## config.mk

```make
export PLATFORM = sky130hd
export DESIGN_NAME = eth_crc32_engine_flat
export DESIGN_NICKNAME = d
export VERILOG_FILES = /design/src/rtl/eth_crc32_engine_if.sv /design/src/rtl/eth_crc32_engine.sv /design/src/flat_wrapper.sv
export SDC_FILE = /design/constraint.sdc
export NUM_CORES = 1
export LEC_CHECK = 0
export CORE_ASPECT_RATIO = 1.4
export CORE_MARGIN = 4
export CORE_UTILIZATION = 52
export DETAILED_ROUTE_END_ITERATION = 16
export HOLD_SLACK_MARGIN = 0.12
export PLACE_DENSITY_LB_ADDON = 0.2
export REMOVE_ABC_BUFFERS = 1
export SLEW_MARGIN = 20
export SYNTH_ARGS = -nofsm -noshare
export SYNTH_HDL_FRONTEND = slang
export SYNTH_SLANG_ARGS = --single-unit
```

## constraint.sdc

```tcl
create_clock -name clk -period 5.51 [get_ports clk]
set_input_delay 0.551 -clock clk [delete_from_list [all_inputs] [get_ports clk]]
set_output_delay 0.551 -clock clk [all_outputs]
set_load 0.05 [all_outputs]
```

## src/rtl/eth_crc32_engine_if.sv

```systemverilog
// ---------------------------------------------------------------------------
// eth_crc32_engine_if
//   Bundles the frame stream and result handshake of eth_crc32_engine.
//   DATA_BYTES must match the engine instance it is connected to.
//
//   Stream  : s_data, s_keep, s_valid, s_last, check_en (source -> engine)
//             s_ready                                   (engine -> source)
//   Result  : res_valid, crc_out, res_check, res_ok, err_cnt (engine -> sink)
//             res_ready                                 (sink -> engine)
//
//   Handshake rule (both channels): a transfer happens on the rising clk edge
//   where valid && ready are both high. The engine never lowers res_valid
//   or changes the result fields until that transfer. The source may insert
//   idle cycles (s_valid low) at any time.
//
//   modport master : frame source / result consumer side
//   modport slave  : the CRC engine side
// ---------------------------------------------------------------------------
interface eth_crc32_engine_if #(
  parameter int DATA_BYTES = 4
);
  localparam int DW = DATA_BYTES * 8;

  logic [DW-1:0]         s_data;
  logic [DATA_BYTES-1:0] s_keep;
  logic                  s_valid;
  logic                  s_last;
  logic                  s_ready;
  logic                  check_en;

  logic                  res_valid;
  logic                  res_ready;
  logic [31:0]           crc_out;
  logic                  res_check;
  logic                  res_ok;
  logic [15:0]           err_cnt;

  modport master (
    output s_data, s_keep, s_valid, s_last, check_en, res_ready,
    input  s_ready, res_valid, crc_out, res_check, res_ok, err_cnt
  );

  modport slave (
    input  s_data, s_keep, s_valid, s_last, check_en, res_ready,
    output s_ready, res_valid, crc_out, res_check, res_ok, err_cnt
  );
endinterface

```

## src/rtl/eth_crc32_engine.sv

```systemverilog
// ---------------------------------------------------------------------------
// eth_crc32_engine
//   Ethernet CRC-32 (reflected poly 0xEDB88320, init 0xFFFFFFFF, final
//   inversion) over 1..8 bytes per clock. Generate mode reports the FCS;
//   check mode additionally compares the residue of a frame that carries
//   its own FCS against 0xDEBB20E3.
//
//   Ports:
//     clk, rst_n  : clock, asynchronous active-low reset
//     bus         : eth_crc32_engine_if.slave (stream in, result out)
//     dbg_state   : current FSM state (0 IDLE, 1 ACCUM, 2 HOLD)
//
//   Build option: define CRC_ERR_CNT_EN to get a saturating 16-bit count of
//   check-mode frames whose residue failed; otherwise err_cnt is constant 0.
//
//   All result outputs are decoded directly from flops, so they are glitch
//   free and stable for as long as the state sits in HOLD.
// ---------------------------------------------------------------------------
module eth_crc32_engine #(
  parameter int DATA_BYTES = 4
) (
  input  logic                   clk,
  input  logic                   rst_n,
  eth_crc32_engine_if.slave      bus,
  output logic [1:0]             dbg_state
);

  localparam logic [31:0] POLY     = 32'hEDB88320;
  localparam logic [31:0] INIT     = 32'hFFFFFFFF;
  localparam logic [31:0] RESIDUE  = 32'hDEBB20E3;

  typedef enum logic [1:0] {
    IDLE  = 2'd0,
    ACCUM = 2'd1,
    HOLD  = 2'd2
  } state_t;

  state_t                state;
  logic [31:0]           crc_reg;
  logic                  res_check_q;
  logic [DATA_BYTES-1:0] lane_en;
  logic [31:0]           crc_seed;
  logic [31:0]           crc_next;
  logic                  accept;

  // One byte, LSB first, through the reflected LFSR.
  function automatic logic [31:0] crc_byte(input logic [31:0] c, input logic [7:0] d);
    logic [31:0] r;
    r = c;
    for (int b = 0; b < 8; b++) begin
      if (r[0] ^ d[b]) r = (r >> 1) ^ POLY;
      else             r = r >> 1;
    end
    return r;
  endfunction

  assign accept = bus.s_valid && bus.s_ready;

  always_comb begin
    // Keep only matters on the last beat; an all-zero keep still carries
    // one byte so a malformed last beat cannot produce an empty update.
    lane_en = '1;
    if (bus.s_last) begin
      lane_en = (bus.s_keep == '0) ? DATA_BYTES'(1) : bus.s_keep;
    end
    // The first beat always starts from INIT, never from whatever crc_reg holds.
    crc_seed = (state == IDLE) ? INIT : crc_reg;
    crc_next = crc_seed;
    for (int i = 0; i < DATA_BYTES; i++) begin
      if (lane_en[i]) crc_next = crc_byte(crc_next, bus.s_data[8*i +: 8]);
    end
  end

  always_ff @(posedge clk or negedge rst_n) begin
    if (!rst_n) begin
      state       <= IDLE;
      crc_reg     <= INIT;
      res_check_q <= 1'b0;
    end else begin
      case (state)
        IDLE: begin
          if (accept) begin
            crc_reg     <= crc_next;
            res_check_q <= bus.check_en;
            state       <= bus.s_last ? HOLD : ACCUM;
          end
        end
        ACCUM: begin
          if (accept) begin
            crc_reg <= crc_next;
            if (bus.s_last) state <= HOLD;
          end
        end
        HOLD: begin
          if (bus.res_ready) begin
            state   <= IDLE;
            crc_reg <= INIT;
          end
        end
        default: state <= IDLE;
      endcase
    end
  end

  assign bus.s_ready   = (state != HOLD);
  assign bus.res_valid = (state == HOLD);
  assign bus.crc_out   = ~crc_reg;
  assign bus.res_check = res_check_q;
  assign bus.res_ok    = (state == HOLD) && res_check_q && (crc_reg == RESIDUE);
  assign dbg_state     = state;

`ifdef CRC_ERR_CNT_EN
  logic [15:0] err_q;

  always_ff @(posedge clk or negedge rst_n) begin
    if (!rst_n) begin
      err_q <= 16'h0000;
    end else if (bus.res_valid && bus.res_ready && res_check_q && !bus.res_ok
                 && (err_q != 16'hFFFF)) begin
      err_q <= err_q + 16'h0001;
    end
  end

  assign bus.err_cnt = err_q;
`else
  assign bus.err_cnt = 16'h0000;
`endif

endmodule

```

## src/flat_wrapper.sv

```systemverilog
// flat-port wrapper written by rule: the top's interface ports become plain ports
module eth_crc32_engine_flat 
#(
  parameter int DATA_BYTES = 4
)
  (clk, rst_n, dbg_state, bus_s_data, bus_s_keep, bus_s_valid, bus_s_last, bus_check_en, bus_res_ready, bus_s_ready, bus_res_valid, bus_crc_out, bus_res_check, bus_res_ok, bus_err_cnt);
  eth_crc32_engine_if #(.DATA_BYTES(DATA_BYTES)) bus_i ();
  input  logic clk;
  input  logic rst_n;
  output logic [1:0] dbg_state;
  input wire logic [$bits(bus_i.s_data)-1:0] bus_s_data;
  input wire logic [$bits(bus_i.s_keep)-1:0] bus_s_keep;
  input wire logic [$bits(bus_i.s_valid)-1:0] bus_s_valid;
  input wire logic [$bits(bus_i.s_last)-1:0] bus_s_last;
  input wire logic [$bits(bus_i.check_en)-1:0] bus_check_en;
  input wire logic [$bits(bus_i.res_ready)-1:0] bus_res_ready;
  output wire logic [$bits(bus_i.s_ready)-1:0] bus_s_ready;
  output wire logic [$bits(bus_i.res_valid)-1:0] bus_res_valid;
  output wire logic [$bits(bus_i.crc_out)-1:0] bus_crc_out;
  output wire logic [$bits(bus_i.res_check)-1:0] bus_res_check;
  output wire logic [$bits(bus_i.res_ok)-1:0] bus_res_ok;
  output wire logic [$bits(bus_i.err_cnt)-1:0] bus_err_cnt;
  assign bus_i.s_data = bus_s_data;
  assign bus_i.s_keep = bus_s_keep;
  assign bus_i.s_valid = bus_s_valid;
  assign bus_i.s_last = bus_s_last;
  assign bus_i.check_en = bus_check_en;
  assign bus_i.res_ready = bus_res_ready;
  assign bus_s_ready = bus_i.s_ready;
  assign bus_res_valid = bus_i.res_valid;
  assign bus_crc_out = bus_i.crc_out;
  assign bus_res_check = bus_i.res_check;
  assign bus_res_ok = bus_i.res_ok;
  assign bus_err_cnt = bus_i.err_cnt;
  eth_crc32_engine #(.DATA_BYTES(DATA_BYTES)) u_core (.clk(clk), .rst_n(rst_n), .bus(bus_i), .dbg_state(dbg_state));
endmodule
```

==> impl_results.md <==
* Status: finished, final reports clean
* Startpoint types: input port
* Count leader, synth: xnor2_1
* DR iter-0 viols at slightly below 600
* Layout area overhead at 37.8%
* Buffers on Ports at ~80
* Yosys reg bits at 35
* Synth area leaders: xnor2_1 20%, dfstp_2 12%, xnor3_1 8.1%
* Worst slew pin tran at 1.12 ns
* Longest Clk Path Bufs at 2
* Routed len/inst at around 22 um
* Die Wd at 108 um
* Design Area, Final at 10000 sq um
* Vias in the first global route at about 7200
* Setup Skew at a little over 0.005 ns
* CTS tree: built
* Fmax at about 190 MHz
* ANT nets after route at 0
* Share of layout cells above drive strength 1 at 0.298
* Final setup vio count at 0
* Dominant synthesized flop cell: dfstp_2
* Crit Path Max Fanout at 4
* Post-synth top area cell: xnor2_1
* CTS H-tree lvls at 2
* Router iterations before antenna repair at 6
* Clock slew at reported path FFs at around 0.060 ns
* Placed Instances at around 1300
* Largest net degree at the start of global routing at 40
* Register area share after synthesis at 0.126
* Die Ht at 148 um
* RD Place Congestion at 1.04
* Number of synthesized flops with an enable pin at 0
* Clock latency on the worst-skew pair at 0.28 ns
* ANT cells at 0
* Final Hold Viols at 0
* Setup TNS at 0 ns
* Final period util at 0.967
* DP HPWL at around 22000 um
* Crit end category: flop
* Cts bufs inserted at 5
* Netlist Area Pre-Place at approximately 7300 sq um
* Average instance area after synthesis at roughly 8.4 sq um
* Root Driver: clkbuf_16
* Via density at between 5 and 6
* Initial antenna violation count at 0
* Slew HR at 0.250
* DR vias at 7396
* Async set-or-reset flop fraction in the synthesized netlist at 1.00
* Final Util at 0.741
* WS Path Type: in -> reg
* WP data arrival at 5.51 ns
* Max Slew Vio Count at 0
* Top Ports at 96
* Fill count at around 1100
* Drt total wl at between 20000 and 30000 um
* Grt total ovfl at 0
* Initial Utilization at 0.538
* Max cap viols at 0
* Total number of clock tree sinks at 35
* Hold WC Path Type: reg -> reg
* Crit path time final at around 5.3 ns
* Cts hold-fix bufs at 0
* Fin cells at between 1000 and 1500
* Placement Cell Area at roughly 9500 sq um
* GRT Overall Usage at 0.334
* Synth top area share at 0.200
* First-pass GRT wire length at 40200 um
* Post-Synthesis Cells at approximately 860
* Rows at 50
* Drt drc at 0
* Required time of the critical path at between 5 and 6 ns
* Ys Warns at 0
* Die Footprint at roughly 16000 sq um
* Post-layout nets at 1140
* Core area at approximately 14000 sq um
* Synth unique cells at 80
* Number of flip-flops in the largest register at 32
* Synth top cells by count: 166 x xnor2_1, 85 x nor2_1, 55 x xor2_1
==> metrics by stage <==
step	setup WS [ns]	hold WS, ns
2_1_floorplan	-0.432	0.255
3_3_place_gp	-0.306	0.518
3_5_place_dp	-0.334	0.535
4_1_cts	0.0155	0.545
5_1_grt	-0.000234	0.563
6_report	0.179	0.550
==> critical path, stage by stage <==
cell and delay (ns):
clkdlybuf4s50_1 0.48, xnor2_1 0.16, or3_1 0.37, a211o_1 0.34, and3_1 0.21, o31a_1 0.30, buf_4 0.16, o21ba_2 0.20
mux2i_1 0.12, nand4_1 0.19, buf_4 0.22, or3_1 0.38, a31oi_1 0.18, buf_4 0.17, xnor2_2 0.10, buf_4 0.18
xor2_4 0.18, buf_12 0.15, buf_12 0.12, xnor2_1 0.11, buf_4 0.16, xnor2_1 0.14, a221oi_1 0.31
==> routing by layer <==
metal / vias to the layer above / wire length, um / global-route usage
met1: 3522 / 10300 / 0.395
li1: 3401 / - / -
met2: 355 / 13500 / 0.573
met4: 0 / 2190 / 0.219
met3: 118 / 1610 / 0.0284
met5: - / 0 / 0
==> logic make-up after synthesis <==
group                     Yosys count  share of synthesized area
other                               1                   0.000516
buffers and inverters             105                     0.0706
and+or+nand+nor                   231                      0.154
AOI/OAI and AO/OA                 182                      0.165
xor gates and xnor gates          273                      0.425
muxes                              36                     0.0589
DFF                                35                      0.126
==> cells in the final DEF (no fill, tap or decap), drive strengths merged, types with 5 or more instances in the layout <==
cell type	synthesis	layout
clkbuf	26	8
mux2i	31	31
clkdlybuf4s50	0	73
xor2	63	63
nand4	12	12
xnor3	28	28
xnor2	176	176
dfstp	32	32
o21ai	46	46
or3	9	9
inv	37	37
nand3	8	8
a31oi	9	9
o22ai	14	14
a21oi	50	50
o211ai	10	10
a211oi	6	6
nand2b	7	7
buf	42	202
nand2	52	52
a221oi	14	14
nor2	89	89
xor3	6	6
conb	1	16
nor4	8	8
nor3	22	22
and2	5	5
==> what timing repair did <==
| action | CTS | global route |
|---|---|---|
| endpoints found under the setup margin | 13 | 23 |
| pin swaps | 2 | 14 |
| hold endpoints to repair | 0 | 0 |
| resized for setup | 4 | 51 |
| setup buffers | 2 | 6 |
==> final cells by class <==
type / count / area [sq um] / share of cell area
Multi-Input combinational cell: 738 / 6180 / 0.618
Timing Repair Buffer: 281 / 2380 / 0.238
Sequential cell: 35 / 916 / 0.0915
Tap cell: 182 / 228 / 0.0228
Clock buffer: 8 / 156 / 0.0156
Inverter: 37 / 139 / 0.0139
==> final timing paths <==
| path | from | to | slack (ns) | depth (start not counted) |
|---|---|---|---|---|
| worst min register to register | u_core.crc_reg[31]$_DFFE_PN1P_ | u_core.crc_reg[31]$_DFFE_PN1P_ | 0.55 | 2 |
| worst min-delay path | u_core.crc_reg[31]$_DFFE_PN1P_ | u_core.crc_reg[31]$_DFFE_PN1P_ | 0.55 | 2 |
| max in group asynchronous | rst_n | u_core.crc_reg[21]$_DFFE_PN1P_ | 4.47 | 2 |
| min in group asynchronous | rst_n | u_core.bus.res_check$_DFFE_PN0P_ | 0.70 | 2 |
| worst max-delay path | bus_s_data[7] | u_core.crc_reg[8]$_DFFE_PN1P_ | 0.18 | 23 |
| worst max register to register | u_core.crc_reg[2]$_DFFE_PN1P_ | u_core.crc_reg[20]$_DFFE_PN1P_ | 0.19 | 20 |
Power is not shown: default switching activity piles up to over one toggle a cycle in this logic, so the estimate is an artifact.
